### config.mk
export PLATFORM = sky130hd
export DESIGN_NAME = dt_input_queue_flat
export DESIGN_NICKNAME = d
export VERILOG_FILES = /design/src/rtl/dt_input_queue_if.sv /design/src/rtl/dt_input_queue.sv /design/src/flat_wrapper.sv
export SDC_FILE = /design/constraint.sdc
export NUM_CORES = 1
export LEC_CHECK = 0
export BUFFER_PORTS_ARGS = -buffer_cell sky130_fd_sc_hd__buf_2
export CAP_MARGIN = 20
export CORE_MARGIN = 5
export CORE_UTILIZATION = 39
export DETAILED_ROUTE_END_ITERATION = 10
export PLACE_DENSITY = 0.68
export SETUP_SLACK_MARGIN = 0.02
export SLEW_MARGIN = 5
export SYNTH_ARGS = -nofsm -noshare
export SYNTH_HDL_FRONTEND = slang
export SYNTH_SLANG_ARGS = --single-unit
### constraint.sdc
create_clock -name clk -period 4.18 [get_ports clk]
set_input_delay 0.209 -clock clk [delete_from_list [all_inputs] [get_ports clk]]
set_output_delay 0.209 -clock clk [all_outputs]
set_load 0.01 [all_outputs]
### src/rtl/dt_input_queue_if.sv
// Ingress handshake bundle between a source, the input queue and one
// crossbar input port.
interface dt_input_queue_if #(
  parameter int DEPTH = 4
);
  localparam int CW = $clog2(DEPTH) + 1;

  logic          wr_valid;
  logic [2:0]    wr_dest;
  logic [15:0]   wr_data;
  logic          wr_ready;
  logic [19:0]   pkt;
  logic          ack;
  logic [CW-1:0] count;
  logic          bad_dest;
  logic          drop;

  modport master (
    output wr_valid, wr_dest, wr_data, ack,
    input  wr_ready, pkt, count, bad_dest, drop
  );

  modport slave (
    input  wr_valid, wr_dest, wr_data, ack,
    output wr_ready, pkt, count, bad_dest, drop
  );
endinterface

### src/rtl/dt_input_queue.sv
// Per-source ingress FIFO for one crossbar input: filters illegal
// destinations and discards a head packet left un-acked too long.
module dt_input_queue #(
  parameter int DEPTH    = 4,
  parameter int TIMEOUT  = 16,
  parameter int MAX_DEST = 4
) (
  input  logic                    clk,
  input  logic                    rst,
  dt_input_queue_if.slave         q
);
  localparam int AW   = $clog2(DEPTH);
  localparam int CW   = AW + 1;
  localparam int TW   = (TIMEOUT > 0) ? $clog2(TIMEOUT + 1) : 1;
  localparam int TLIM = (TIMEOUT > 0) ? TIMEOUT - 1 : 0;

  logic [2:0]    r_dest [DEPTH];
  logic [15:0]   r_data [DEPTH];
  logic [AW-1:0] r_wptr;
  logic [AW-1:0] r_rptr;
  logic [CW-1:0] r_count;
  logic [TW-1:0] r_wait;
  logic          r_bad;
  logic          r_drop;

  logic w_valid;
  logic w_ready;
  logic w_legal;
  logic w_push;
  logic w_rej;
  logic w_tmo;
  logic w_pop;

  assign w_valid = (r_count != '0);
  assign w_ready = (r_count < CW'(DEPTH));
  assign w_legal = (q.wr_dest <= 3'(MAX_DEST));
  assign w_push  = q.wr_valid && w_ready && w_legal;
  assign w_rej   = q.wr_valid && w_ready && !w_legal;

  // An ack in the expiry cycle takes precedence over the discard.
  assign w_tmo = (TIMEOUT > 0) && w_valid && !q.ack &&
                 (r_wait == TW'(TLIM));
  assign w_pop = (w_valid && q.ack) || w_tmo;

  always_ff @(posedge clk) begin
    if (w_push) begin
      r_dest[r_wptr] <= q.wr_dest;
      r_data[r_wptr] <= q.wr_data;
    end
  end

  always_ff @(posedge clk or posedge rst) begin
    if (rst) begin
      r_wptr  <= '0;
      r_rptr  <= '0;
      r_count <= '0;
      r_wait  <= '0;
      r_bad   <= 1'b0;
      r_drop  <= 1'b0;
    end else begin
      r_bad  <= w_rej;
      r_drop <= w_tmo;
      if (w_push) r_wptr <= r_wptr + AW'(1);
      if (w_pop)  r_rptr <= r_rptr + AW'(1);
      unique case ({w_push, w_pop})
        2'b10:   r_count <= r_count + CW'(1);
        2'b01:   r_count <= r_count - CW'(1);
        default: r_count <= r_count;
      endcase
      if (w_pop || !w_valid)
        r_wait <= '0;
      else if (r_wait != TW'(TIMEOUT))
        r_wait <= r_wait + TW'(1);
    end
  end

  assign q.wr_ready = w_ready;
  assign q.pkt      = w_valid ?
                      {1'b1, r_dest[r_rptr], r_data[r_rptr]} :
                      20'h0;
  assign q.count    = r_count;
  assign q.bad_dest = r_bad;
  assign q.drop     = r_drop;
endmodule

### src/flat_wrapper.sv
// flat-port wrapper written by rule: the top's interface ports become plain ports
module dt_input_queue_flat 
#(
  parameter int DEPTH    = 4,
  parameter int TIMEOUT  = 16,
  parameter int MAX_DEST = 4
)
  (clk, rst, q_wr_valid, q_wr_dest, q_wr_data, q_ack, q_wr_ready, q_pkt, q_count, q_bad_dest, q_drop);
  dt_input_queue_if #(.DEPTH(DEPTH)) q_i ();
  input  logic clk;
  input  logic rst;
  input wire logic [$bits(q_i.wr_valid)-1:0] q_wr_valid;
  input wire logic [$bits(q_i.wr_dest)-1:0] q_wr_dest;
  input wire logic [$bits(q_i.wr_data)-1:0] q_wr_data;
  input wire logic [$bits(q_i.ack)-1:0] q_ack;
  output wire logic [$bits(q_i.wr_ready)-1:0] q_wr_ready;
  output wire logic [$bits(q_i.pkt)-1:0] q_pkt;
  output wire logic [$bits(q_i.count)-1:0] q_count;
  output wire logic [$bits(q_i.bad_dest)-1:0] q_bad_dest;
  output wire logic [$bits(q_i.drop)-1:0] q_drop;
  assign q_i.wr_valid = q_wr_valid;
  assign q_i.wr_dest = q_wr_dest;
  assign q_i.wr_data = q_wr_data;
  assign q_i.ack = q_ack;
  assign q_wr_ready = q_i.wr_ready;
  assign q_pkt = q_i.pkt;
  assign q_count = q_i.count;
  assign q_bad_dest = q_i.bad_dest;
  assign q_drop = q_i.drop;
  dt_input_queue #(.DEPTH(DEPTH), .TIMEOUT(TIMEOUT), .MAX_DEST(MAX_DEST)) u_core (.clk(clk), .rst(rst), .q(q_i));
endmodule
# ---- After elaboration in Yosys (flattened, before gate mapping)
# Memories as Yosys holds them, arrays and structs flattened.
# Cells that the tools add are included.
dict set report word_totals {
  ff_bits 14
  mem_bits_rw 76
  inputBits 23
  elab_cells 39
  mem_count 2
}
dict set report classes {
  n_addsub 5
  order_cmp 2
  n_eq_ne 4
  n_mux 6
  reduce_logical 14
}
# memory depth word_bits rd rd_clocked_by_memory_dff write_ports line
set mem_list {}
lappend mem_list {u_core.r_data 4 16 1 0 1 dt_input_queue.sv:18} ;# logic [15:0] r_data [DEPTH];
lappend mem_list {u_core.r_dest 4 3 1 0 1 dt_input_queue.sv:17} ;# logic [2:0] r_dest [DEPTH];
# op n
set op_table {}
lappend op_table {{$mux W20} 1}
lappend op_table {{$mux W5} 2}
lappend op_table {{$logic_and A1 B1 Y1} 6}
lappend op_table {{$pmux W3 S2} 1}
lappend op_table {{$add A5 B1 Y5 const B} 1}
lappend op_table {{$eq A5 B4 Y1 const B} 1}
lappend op_table {{$ne A5 B5 Y1 const B} 1}
lappend op_table {{$add A2 B1 Y2 const B} 2}
lappend op_table {{$reduce_bool A2 Y1} 2}
lappend op_table {{$add A3 B1 Y3 const B} 1}
lappend op_table {{$le A3 B3 Y1 const B} 1}
lappend op_table {{$logic_not A1 Y1} 3}
lappend op_table {{$lt A3 B3 Y1 const B} 1}
lappend op_table {{$reduce_bool A3 Y1} 1}
lappend op_table {{$sub A3 B1 Y3 const B} 1}
lappend op_table {{$eq A2 B1 Y1 const B} 1}
lappend op_table {{$eq A2 B2 Y1 const B} 1}
lappend op_table {{$logic_or A1 B1 Y1} 2}
lappend op_table {{$mux W1} 2}

# ---- Longest topological paths before layout
dict set report depth {
  word_depth 6
  depth_mapped 10
  ltp_nobuf 10
}

# ---- Worst setup path after synthesis
# Ideal clock, no wire load.
dict set report synth_path {
  path_kind {register to register}
  start {reg u_core.r_wait[0]}
  end {reg u_core.r_count[2], in the netlist u_core.q.count[2]}
  setup_ns 0.080
  arrival_ns 1.975
  required_time_ns 4.100
  path_slack_ns 2.125
  path_stages_with_launch 11
  synth_period_minus_slack_ns 2.055
  path_cell_list {dfrtp_1 ha_1 and3_1 ha_1 o32a_1 ha_1 inv_1 fa_1 xor2_1 nor2_1 xnor2_1}
}
dict set report synth_between {
  elab_chain_len 5
  word_cells_on_any_way 7
  classes_between {3 x eq/ne; 1 x mux; 3 x reduce/logical}
}
# element line
set synth_lines {}
lappend synth_lines {{start: declaration} dt_input_queue.sv:22} ;# logic [TW-1:0] r_wait;
lappend synth_lines {{start signal: assignment} dt_input_queue.sv:73} ;# r_wait <= r_wait + TW'(1);
lappend synth_lines {{$eq A5 B4 Y1 *} dt_input_queue.sv:42} ;# (r_wait == TW'(TLIM));
lappend synth_lines {{$logic_and A1 B1 Y1 *} dt_input_queue.sv:41} ;# assign w_tmo = (TIMEOUT > 0) && w_valid && !q.ack &&
lappend synth_lines {{$logic_or A1 B1 Y1 *} dt_input_queue.sv:43} ;# assign w_pop = (w_valid && q.ack) || w_tmo;
lappend synth_lines {{via u_core.w_pop} dt_input_queue.sv:32} ;# logic w_pop;
lappend synth_lines {{$eq A2 B1 Y1 / $eq A2 B2 Y1 (equally long branches)} dt_input_queue.sv:65} ;# unique case ({w_push, w_pop})
lappend synth_lines {{$pmux W3 S2 / $reduce_bool A2 Y1 (equally long branches)} -}
lappend synth_lines {{end signal: assignment} dt_input_queue.sv:66} ;# 2'b10: r_count <= r_count + CW'(1);
lappend synth_lines {{end signal: assignment} dt_input_queue.sv:67} ;# 2'b01: r_count <= r_count - CW'(1);
lappend synth_lines {{end signal: assignment} dt_input_queue.sv:68} ;# default: r_count <= r_count;
lappend synth_lines {{end: declaration} dt_input_queue.sv:21} ;# logic [CW-1:0] r_count;
# The timed path passes the listed nets; every way through them passes the cells marked *.
# A chain may end at the register's enable or synchronous reset.

# ---- Worst setup path after layout
dict set report layout_path {
  start {reg u_core.r_rptr[0]}
  end {out q_pkt[18]}
}
dict set report layout_between {
  elab_chain_len 2
}
# element line
set layout_lines {}
lappend layout_lines {{start: declaration} dt_input_queue.sv:20} ;# logic [AW-1:0] r_rptr;
lappend layout_lines {{start signal: assignment} dt_input_queue.sv:64} ;# if (w_pop) r_rptr <= r_rptr + AW'(1);
lappend layout_lines {{$mem_v2 Z4 W3} -}
lappend layout_lines {{$mux W20} dt_input_queue.sv:78} ;# assign q.pkt = w_valid ?
lappend layout_lines {{end: declaration} flat_wrapper.sv:17} ;# output wire logic [$bits(q_i.pkt)-1:0] q_pkt;
# Every way passes these cells.

==> run_results.csv <==
group,metric,value,unit
placed_design,place_area,0.00401,mm²
placed_design,hpwlAfterDp,4250,µm
global_route,antenna_found_initial,0,
clock_tree,clock-sinks,90,
setup_path,worstRegToRegCells,10,
detailed_routing,ant_nets,0,
worst_hold_path,min_path_cells,2,
floorplanning,fp.dieArea,0.0114,mm²
timing,max_freq,405,MHz
pwr,p_leak,1.57,nW
finish,layout-drive-gt1-share,34.3,%
pwr,power_density,635,mW/mm²
timing,worstMarginPinSlew,1040,ps
timing,rsz0062_at_grt,"false",
clock_tree,cts_tree,"built",
setup_path,cp_max_fo,14,
clock_tree,cts-root-buf,"clkbuf_8",
finish,multi_input_area,933,µm²
run_status,status,"complete, no violations",
setup_path,end_kind,"output pin",
detailed_routing,first_iter_violations,71,
floorplanning,coreArea,0.00920,mm²
finish,seq_area,0.00263,mm²
setup_path,worstSetupPathType,"reg2out",
finish,diodes,0,
detailed_routing,drt_wl_total,6520,µm
finish,final_area,0.00423,mm²
clock_tree,clk_pin_slew,90,ps
floorplanning,pin_count,49,
yosys,ys.warnings.count,0,
yosys,ys_top_cells_by_area,"edfxtp_1 (62%), mux4_2 (11%), dfrtp_1 (9.6%)",
worst_hold_path,worstHoldPathType,"in2reg",
clock_tree,worstSkewPairLatency,360,ps
detailed_routing,via_per_inst,5.05,
yosys,syn-num-nets,227,
yosys,synth-edff-count,76,
clock_tree,cts.repair.resized,0,
finish,fin_nets,281,
timing,fin_crit_sh,59.1,%
global_route,track_usage,12.4,%
placed_design,io_buffer_count,48,
detailed_routing,dr_total_vias,1845,
floorplanning,placement_rows,35,
finish,area_growth_syn_to_layout,15.7,%
clock_tree,htree_num_levels,3,
floorplanning,die_x,107,µm
yosys,ys_seq_area_share,72.0,%
global_route,grt_pass1_vias,1999,
timing,setup_viol,0,
timing,timing.slew.headroom,30.9,%
detailed_routing,drc,0,
timing,finalHoldViolCount,0,
yosys,ys.flop_type,"edfxtp_1",
yosys,yosys.area.top_type,"edfxtp_1",
timing,finalClockSkew,12.4,ps
placed_design,gp_congestion,0.737,
clock_tree,numCtsBuffers,9,
yosys,ys_types,33,
detailed_routing,routedWlPerCell,17.9,µm
job,max_cap_viol_count,0,
floorplanning,start_util,39.8,%
yosys,syn_area_per_cell,18.8,µm²
timing,fin_crit,2470,ps
clock_tree,clock_path_buffers,2,
setup_path,cp.required,3970,ps
clock_tree,post_cts_buffers,0,
finish,fin_util,46.0,%
yosys,yosys.area.top_type_share,62.4,%
floorplanning,die_y,107,µm
yosys,synth-seq-cells,90,
setup_path,reg2reg_slack,1920,ps
detailed_routing,first_pass_iters,4,
setup_path,cp.arrival,2260,ps
yosys,synthCells,195,
timing,setup_tns,0,ps
yosys,synthArstFlopShare,15.6,%
global_route,overflow,0,
yosys,syn_area,0.00366,mm²
global_route,grt_pass1_wl,10600,µm
pwr,power,0.00269,W
global_route,grt_max_degree,23,
timing,slew_violations,0,
setup_path,critical_path.startpoint_type,"flop",
pwr,ir_drop,0.213,mV
finish,n_fill_cell,809,
per-layer routing:
layer | up-vias | GRT usage [%] | wire [µm]
met1 | 951 | 16.0 | 2870
li1 | 844 | - | -
met5 | - | 0 | 0
met2 | 40 | 20.0 | 3220
met3 | 10 | 3.19 | 311
met4 | 0 | 5.21 | 114
layout by cell type, fill, tap and decap left out, types with 3 or more instances in the layout:
cell / synthesis / layout
nand2_1: 4 / 4
nor2b_1: 10 / 10
edfxtp_1: 76 / 76
inv_1: 11 / 11
a21oi_1: 3 / 3
clkbuf_8: 0 / 9
and2b_1: 9 / 9
buf_2: 3 / 48
xor2_1: 3 / 3
mux4_2: 18 / 18
ha_1: 8 / 8
nor2_1: 4 / 4
and2_1: 4 / 4
dfrtp_1: 14 / 14
xnor2_1: 4 / 4
cell type report:
cell class | instances | share of cell area (%)
Sequential cell | 90 | 62.2
Multi-Input combinational cell | 85 | 22.0
Timing Repair Buffer | 51 | 6.26
Tap cell | 111 | 3.28
Clock buffer | 9 | 2.93
Clock inverter | 7 | 2.25
Inverter | 12 | 1.06
sequential cells by signal (all words and copies together) (netlist names):
register	count
u_core.r_data	64
u_core.r_dest	12
u_core.r_wait	5
u_core.q.count	3
u_core.r_rptr	2
u_core.r_wptr	2
u_core.q.bad_dest	1
u_core.q.drop	1
path summary, 6_finish.rpt:
kind | to | startpoint
max in group asynchronous | u_core.r_rptr[1]$_DFFE_PP0P_ | rst
worst max-delay path | q_pkt[18] | u_core.r_rptr[0]$_DFFE_PP0P_
worst max register to register | u_core.q.count[2]$_DFFE_PP0P_ | u_core.r_wait[0]$_DFFE_PP0P_
worst min register to register | u_core.q.count[0]$_DFFE_PP0P_ | u_core.q.count[0]$_DFFE_PP0P_
min in group asynchronous | u_core.r_wait[3]$_DFFE_PP0P_ | rst
worst min-delay path | u_core.q.drop$_DFF_PP0_ | q_ack
synth_stat cells, types with 4 or more instances:
| cell type | n |
|---|---|
| and2_1 | 4 |
| and2b_1 | 9 |
| dfrtp_1 | 14 |
| edfxtp_1 | 76 |
| ha_1 | 8 |
| inv_1 | 11 |
| mux4_2 | 18 |
| nand2_1 | 4 |
| nor2_1 | 4 |
| nor2b_1 | 10 |
| xnor2_1 | 4 |
stage by stage:
stage	hold slack [ps]	worst slack (ps)	std cells
after CTS	13.1	1620	365
after floorplan	98.2	2130	195
after global routing	10.2	1540	365
after global placement	285	2020	348
final	33.0	1710	365
after detailed placement	289	1970	348
logic make-up (layout without fill, tap and decap cells):
logic type | after synthesis | after routing | synth area share, %
flip-flops | 90 | 90 | 72.0
AND/OR/NAND/NOR | 43 | 43 | 7.35
multiplexers | 20 | 20 | 12.1
buffers and inverters | 20 | 79 | 2.67
adder cells (fa/ha/maj) | 9 | 9 | 3.28
XOR/XNOR | 7 | 7 | 1.68
AO/OA/AOI/OAI | 6 | 6 | 0.957
repair_timing:
action                                 in CTS  in global routing
endpoints found under the hold margin      14                  0
setup endpoints to repair                   0                  0
hold buffers                                1                  0
power breakdown:
group	switching, W	internal, W	leakage [nW]	total, W
registers	0.000122	0.00109	0.865	0.00121
logic	0.000404	0.000438	0.597	0.000842
clock network	0.000338	0.000294	0.111	0.000632
critical path, stage by stage, from the launching register on:
cell,delay [ps]
dfrtp_1,660
buf_4,380
mux4_2,550
nor2b_1,160
buf_2,150
Note: power is estimated with default switching activity, not from simulation.
